==> src/rtl/mem_responder.sv <==
// Word-memory responder for the VeriRISC bus: one access per rd/wr edge, read data WAIT_STATES+1 clocks after the request.
// Holds ready low through the wait and response cycles (only when WAIT_STATES>0); new edges arriving while busy are dropped.
module mem_responder #(
  parameter int AWIDTH      = 5,
  parameter int DWIDTH      = 8,
  parameter int WAIT_STATES = 0
) (
  input  logic              clk,
  input  logic              rst,
  input  logic [AWIDTH-1:0] addr,
  input  logic              rd,
  input  logic              wr,
  input  logic              data_e,
  input  logic [DWIDTH-1:0] data_in,
  output logic [DWIDTH-1:0] data_out,
  output logic              data_valid,
  output logic              ready,
  output logic              err,
  input  logic              ld_en,
  input  logic [AWIDTH-1:0] ld_addr,
  input  logic [DWIDTH-1:0] ld_data
);

  localparam int         DEPTH    = 1 << AWIDTH;
  localparam logic       HAS_WAIT = (WAIT_STATES > 0);
  localparam logic [2:0] CNT_INIT = (WAIT_STATES > 0) ? 3'(WAIT_STATES - 1) : 3'd0;

  typedef enum logic [1:0] {IDLE, WAIT, RESP} state_t;

  state_t            state, state_nx;
  logic              rd_q, wr_q;
  logic [2:0]        cnt, cnt_nx;
  logic [AWIDTH-1:0] a_lat, a_lat_nx;
  logic [DWIDTH-1:0] d_lat, d_lat_nx;
  logic              is_wr, is_wr_nx;
  logic              err_nx;
  logic              ld_do;
  logic              rd_req, wr_req;
  logic [DWIDTH-1:0] mem [DEPTH];

  assign rd_req = rd & ~rd_q;
  assign wr_req = wr & ~wr_q;
  assign ready  = ~((state == WAIT) | ((state == RESP) & HAS_WAIT));

  always_comb begin
    state_nx = state;
    cnt_nx   = cnt;
    a_lat_nx = a_lat;
    d_lat_nx = d_lat;
    is_wr_nx = is_wr;
    err_nx   = 1'b0;
    ld_do    = 1'b0;
    case (state)
      IDLE: begin
        ld_do = ld_en;
        // a program load wins over any coincident bus request
        if (ld_en) begin
          err_nx = rd_req | wr_req;
        end else if (rd_req & wr_req) begin
          err_nx = 1'b1;
        end else if (wr_req & ~data_e) begin
          err_nx = 1'b1;
        end else if (rd_req | wr_req) begin
          a_lat_nx = addr;
          d_lat_nx = data_in;
          is_wr_nx = wr_req;
          if (HAS_WAIT) begin
            state_nx = WAIT;
            cnt_nx   = CNT_INIT;
          end else begin
            state_nx = RESP;
          end
        end
      end
      WAIT: begin
        if (cnt == 3'd0) state_nx = RESP;
        else             cnt_nx   = cnt - 3'd1;
      end
      RESP:    state_nx = IDLE;
      default: state_nx = IDLE;
    endcase
  end

  always_ff @(posedge clk or posedge rst) begin
    if (rst) begin
      state      <= IDLE;
      rd_q       <= 1'b0;
      wr_q       <= 1'b0;
      cnt        <= 3'd0;
      a_lat      <= '0;
      d_lat      <= '0;
      is_wr      <= 1'b0;
      data_out   <= '0;
      data_valid <= 1'b0;
      err        <= 1'b0;
    end else begin
      state      <= state_nx;
      rd_q       <= rd;
      wr_q       <= wr;
      cnt        <= cnt_nx;
      a_lat      <= a_lat_nx;
      d_lat      <= d_lat_nx;
      is_wr      <= is_wr_nx;
      err        <= err_nx;
      data_valid <= (state == RESP) & ~is_wr;
      if ((state == RESP) & ~is_wr) data_out <= mem[a_lat];
    end
  end

  // no reset on the array: contents survive rst, and reset forces IDLE so no write is pending
  always_ff @(posedge clk) begin
    if ((state == RESP) & is_wr) mem[a_lat]   <= d_lat;
    else if (ld_do)              mem[ld_addr] <= ld_data;
  end

endmodule
==> config.mk <==
export PLATFORM = sky130hd
export DESIGN_NAME = mem_responder
export DESIGN_NICKNAME = d
export VERILOG_FILES = /design/src/rtl/mem_responder.sv
export SDC_FILE = /design/constraint.sdc
export NUM_CORES = 1
export LEC_CHECK = 0
export CAP_MARGIN = 0
export CORE_ASPECT_RATIO = 1.25
export CORE_MARGIN = 1
export CORE_UTILIZATION = 45
export CTS_CLUSTER_DIAMETER = 40
export DETAILED_ROUTE_END_ITERATION = 16
export DONT_BUFFER_PORTS = 1
export PLACE_DENSITY_LB_ADDON = 0.3
export SYNTH_ARGS = -nofsm -noshare
export SYNTH_HDL_FRONTEND = slang
export SYNTH_SLANG_ARGS = --single-unit
==> constraint.sdc <==
create_clock -name clk -period 2.85 [get_ports clk]
set_input_delay 0.57 -clock clk [delete_from_list [all_inputs] [get_ports clk]]
set_output_delay 0.57 -clock clk [all_outputs]
set_load 0.1 [all_outputs]
Word level (Yosys, flattened, before mapping)
Memory sizes are Yosys's and may differ from the RTL's. A register that Yosys moved wholly into a read port is not among the register bits.
Index checks and enable logic that the tools add are counted.

storage, ports and cells
  memories = 1
  bits in read-only memories = 0
  bits of input ports = 32
  bits in latches = 0
  flip-flop bits (word level) = 23
  bits in writable memories = 256

memories
  memory  words  bits a word  rd ports  clocked after memory_dff  wr ports  line  text
  mem     32     8            1         1                         1         39    logic [DWIDTH-1:0] mem [DEPTH];

operators by class
  bitwise logic cells = 16
  order comparisons = 0
  multiply operators = 0
  divide/modulo/power cells = 0
  shift-type cells = 0
  reduce and logical (&&, ||, !) cells = 6
  muxes and demuxes = 19
  $add $sub $neg = 1
  equal/unequal tests = 7

operators by type and width
  cell                                                                    number
  1-bit 2-to-1 mux                                                        11
  2-bit 2-to-1 mux                                                        5
  5-bit AND reduction                                                     2
  1-bit inverter                                                          9
  8-bit 2-to-1 mux                                                        1
  2-bit != test (second input constant)                                   4
  8-bit OR reduction                                                      1
  1-bit AND                                                               6
  5-bit 2-to-1 mux                                                        1
  2-bit one-hot mux with 2 select lines                                   1
  3-bit zero test                                                         1
  3-bit by 1-bit subtractor with 3-bit output (second input constant)     1
  2-bit by 1-bit equality test with 1-bit output (second input constant)  1
  2-bit equality test (second input constant)                             1
  2-bit zero test                                                         1
  2-bit by 1-bit != test with 1-bit output (second input constant)        1
  2-bit AND reduction                                                     1
  1-bit bitwise OR                                                        1

Depth between registers and ports, before layout
  depth after elaboration = 8
  mapped depth = 8
  mapped depth without buffers = 5

Worst setup path before layout
OpenSTA, ideal clock, no wires.

  kind = input-to-reg
  start = input ld_en
  end = memory mem[13][0] (enable)
  cell stages on the path = 7
  setup slack = 0.614 ns
  setup time = 0.370 ns
  path buffers = 2
  arrival = 1.866 ns
  cells stage by stage = nor2b_1 > clkbuf_1 > clkbuf_1 > nand3_1 > nand2_1 > nand2_1 > nor2_1

on the way
  longest elaborated chain between the ends = 6
  elaborated cells between the ends (all ways) = 7
  classes of those cells = 6 x mux; 1 x reduce/logical

ends and longest elaborated chain
  item                                                                   line  text
  start, declared                                                        19    input logic ld_en,
  1-bit 2-to-1 mux *                                                     53    case (state)
  1-bit 2-to-1 mux *                                                     113   else if (ld_do) mem[ld_addr] <= ld_data;
  1-bit 2-to-1 mux *                                                     112   if ((state == RESP) & is_wr) mem[a_lat] <= d_lat;
  1-bit 2-to-1 mux (not written as such) *                               113
  8-bit OR reduction (no line)                                           --
  5-bit 2-to-1 mux (no line) / 1-bit 2-to-1 mux (equally long branches)  --
  end, declared                                                          39

Mark *: on every way between the ends. The rest lies on a longest branch, timed or not.

==> impl_metrics.ini <==
[cts]
clock-sinks = 283
hold_buffers = 1
clock_path_buffers = 3
clk_latency_ns = 0.54
h-tree-depth = 1
root_buffer = clkbuf_16
postCtsSetupBuffers = 0
cts_resized = 0
cts_tree = yes
cts.clk_slew.worst_paths_ns = 0.06
cts_inserted_buffers = 28

[route]
routed.top_layer = met4
drt-met1-wl_microns = 9660
drtIter0Drc = 563
route.detailed.drc = 0
avgRoutedWirePerCell_microns = 23.1
first_pass_iters = 5
drt_wl_total_microns = 25000
vias = 6149
wl_met3_microns = 1560
via_per_inst = 5.70
met2_length_microns = 13000
antenna_left = 0

[worst_setup_path]
path_max_fanout = 39
worst_ep_arrival_time_ns = 2.83
setup.worst_path.class = flip-flop to flip-flop
end_kind = flip-flop
cp-start-kind = flip-flop
critPathRequiredTime_ns = 3.29

[finish]
final_util_pct = 52.9
ff_latch_area_sq_um = 8370
n_antenna_cell = 0
nNetsFinal = 760
area_growth_pct = 14.2
fillers = 1968
drive_above_1_share_pct = 18.2
multi_input_area_sq_um = 2790

[sta]
tns_ns = 0
fin_skew_ns = 0.0260
min_period_ns = 2.39
rsz0062_at_grt = false
setup_violations = 0
hold_viol = 0
period_share_pct = 83.9
relSlewSlack_pct = 31.1
max_freq_ghz = 0.418
tightest_slew_ns = 1.03
drv_slew = 0

[placed_design]
dp_hpwl_microns = 16200
gp_congestion = 0.862
port_buffers = 0

[global_route]
grt-ovfl-total = 0
grt_pass1_vias = 6430
grt_pass1_wl_microns = 38100
track_usage_pct = 19.9
grt_antenna_before_repair = 0
grt_max_degree = 40

[floorplan]
core_area_sq_um = 24700
die_area_sq_um = 26100
rows = 64
ios = 43
die_w_microns = 145
die_y_microns = 180
start_util_pct = 46.3

[yosys]
syn_area_sq_um = 11500
synth_warnings = 0
yosysSeqAreaShare_pct = 73.0
synth_nets = 715
netlist_instances = 683
ys_seq_elements = 283
synth_cell_type_count = 35
syn_area_per_cell_sq_um = 16.8

[status]
outcome = finished clean

[worst_hold_path]
hold_path_class = input pin to flip-flop

[power_and_ir_drop]
p_leak_nw = 4.72
ir_drop_uv = 493
power_density_nw_per_um2 = 873

[run]
cap_violations = 0
## placed cells by master (no fill, tap or decap), drive strengths merged, types with 2 or more instances in the layout
cell        n
clkinvlp    3
nand3       3
nor2       34
nand2b      7
bufinv      6
a22oi      32
edfxtp    256
o22ai       9
nor2b       4
mux2i     130
clkbuf     34
mux2       14
clkinv      5
a22o       16
o21ai       3
buf        54
nand2      54
a221oi     16
a21oi      16
nand3b      2
o41ai       8
dfrtp      27
inv         7
## flip-flops by register name (all words and copies together) (netlist names), 5 cells and up
signal / flops
a_lat: 5
d_lat: 8
data_out: 8
mem: 256
## metal layers
metal / up-vias / global-route usage (%)
met4: 0 / 6.32
met1: 3151 / 24.6
met3: 38 / 3.35
li1: 2762 / -
met2: 198 / 35.0
met5: - / 0
## metrics by stage
stage          setup WS [ns]  cell area [sq um]  instances  power [mW]  hold WS [ns]
6_report               0.458              13100       1079        11.4        0.0549
3_3_place_gp           0.421              12000       1027        7.43         0.491
4_1_cts                0.449              13100       1079        11.5        0.0377
5_1_grt                0.350              13100       1079        11.8        0.0304
2_1_floorplan          0.614              11500        683        6.89         0.479
3_5_place_dp           0.463              12000       1027        7.47         0.501
## report_power, final
part | leakage, nW | total, mW | switching, mW | internal, mW
Combinational | 1.57 | 1.88 | 1.15 | 0.728
Clock | 0.501 | 4.03 | 1.54 | 2.50
Sequential | 2.64 | 5.50 | 0.651 | 4.85
## synthesized netlist by cell type
| master | number | area (sq um) |
|---|---|---|
| buf_1 | 3 | 11.3 |
| a22o_1 | 16 | 140 |
| nand3b_1 | 2 | 15.0 |
| dfrtp_1 | 27 | 676 |
| or2_2 | 1 | 6.26 |
| buf_8 | 2 | 30.0 |
| nand2b_1 | 7 | 43.8 |
| conb_1 | 1 | 3.75 |
| buf_4 | 7 | 52.6 |
| o21ai_0 | 3 | 15.0 |
| edfxtp_1 | 256 | 7690 |
| nand3_1 | 3 | 15.0 |
| a311oi_1 | 1 | 8.76 |
| and2_4 | 1 | 8.76 |
| a221oi_1 | 11 | 96.3 |
| nor2_1 | 34 | 128 |
| nor2b_1 | 4 | 25.0 |
| o22ai_1 | 9 | 56.3 |
| o31ai_1 | 1 | 7.51 |
| clkbuf_1 | 12 | 45.0 |
| a21oi_1 | 16 | 80.1 |
| mux2i_1 | 130 | 1300 |
| mux2_2 | 14 | 158 |
| a32o_1 | 1 | 10.0 |
| inv_1 | 4 | 15.0 |
| buf_6 | 6 | 67.6 |
| nand2_1 | 54 | 203 |
| buf_12 | 2 | 40.0 |
| a221oi_2 | 5 | 75.1 |
| buf_2 | 6 | 30.0 |
| clkbuf_4 | 2 | 15.0 |
| o21ba_2 | 1 | 10.0 |
| o41ai_2 | 8 | 130 |
| or3_1 | 1 | 6.26 |
| a22oi_1 | 32 | 240 |
## area by class of cell
type / instances / area share [%]
Sequential cell: 283 / 64.0
Multi-Input combinational cell: 356 / 21.3
Clock buffer: 34 / 5.92
Timing Repair Buffer: 55 / 3.46
Tap cell: 330 / 3.16
Clock inverter: 17 / 2.03
Inverter: 4 / 0.115
## worst max-delay path, cell delays in order (launching register included)
cell	delay (ns)
dfrtp_4	0.78
buf_12	0.34
mux2i_1	0.13
a22o_1	0.23
a221oi_1	0.31
o22ai_1	0.17
o41ai_2	0.31
## final timing paths
kind / startpoint / end / slack, ns / cells after the start
worst max-delay path: a_lat[0] / data_out[3] / 0.46 / 6
worst min-delay path: wr / wr_q / 0.05 / 0
worst max register to register: a_lat[0] / data_out[3] / 0.46 / 6
worst min register to register: d_lat[2] / d_lat[2] / 0.51 / 1
max in group asynchronous: rst / d_lat[0] / 1.67 / 3
min in group asynchronous: rst / is_wr / 0.53 / 2
## logic make-up after synthesis
group           Yosys count  synth area share, %
compound gates          104                 7.59
flops                   283                 73.0
mux                     144                 12.7
simple gates            107                 3.93
other cells               1               0.0327
buf+inv                  44                 2.68
Power figures use the tool's default switching activity.
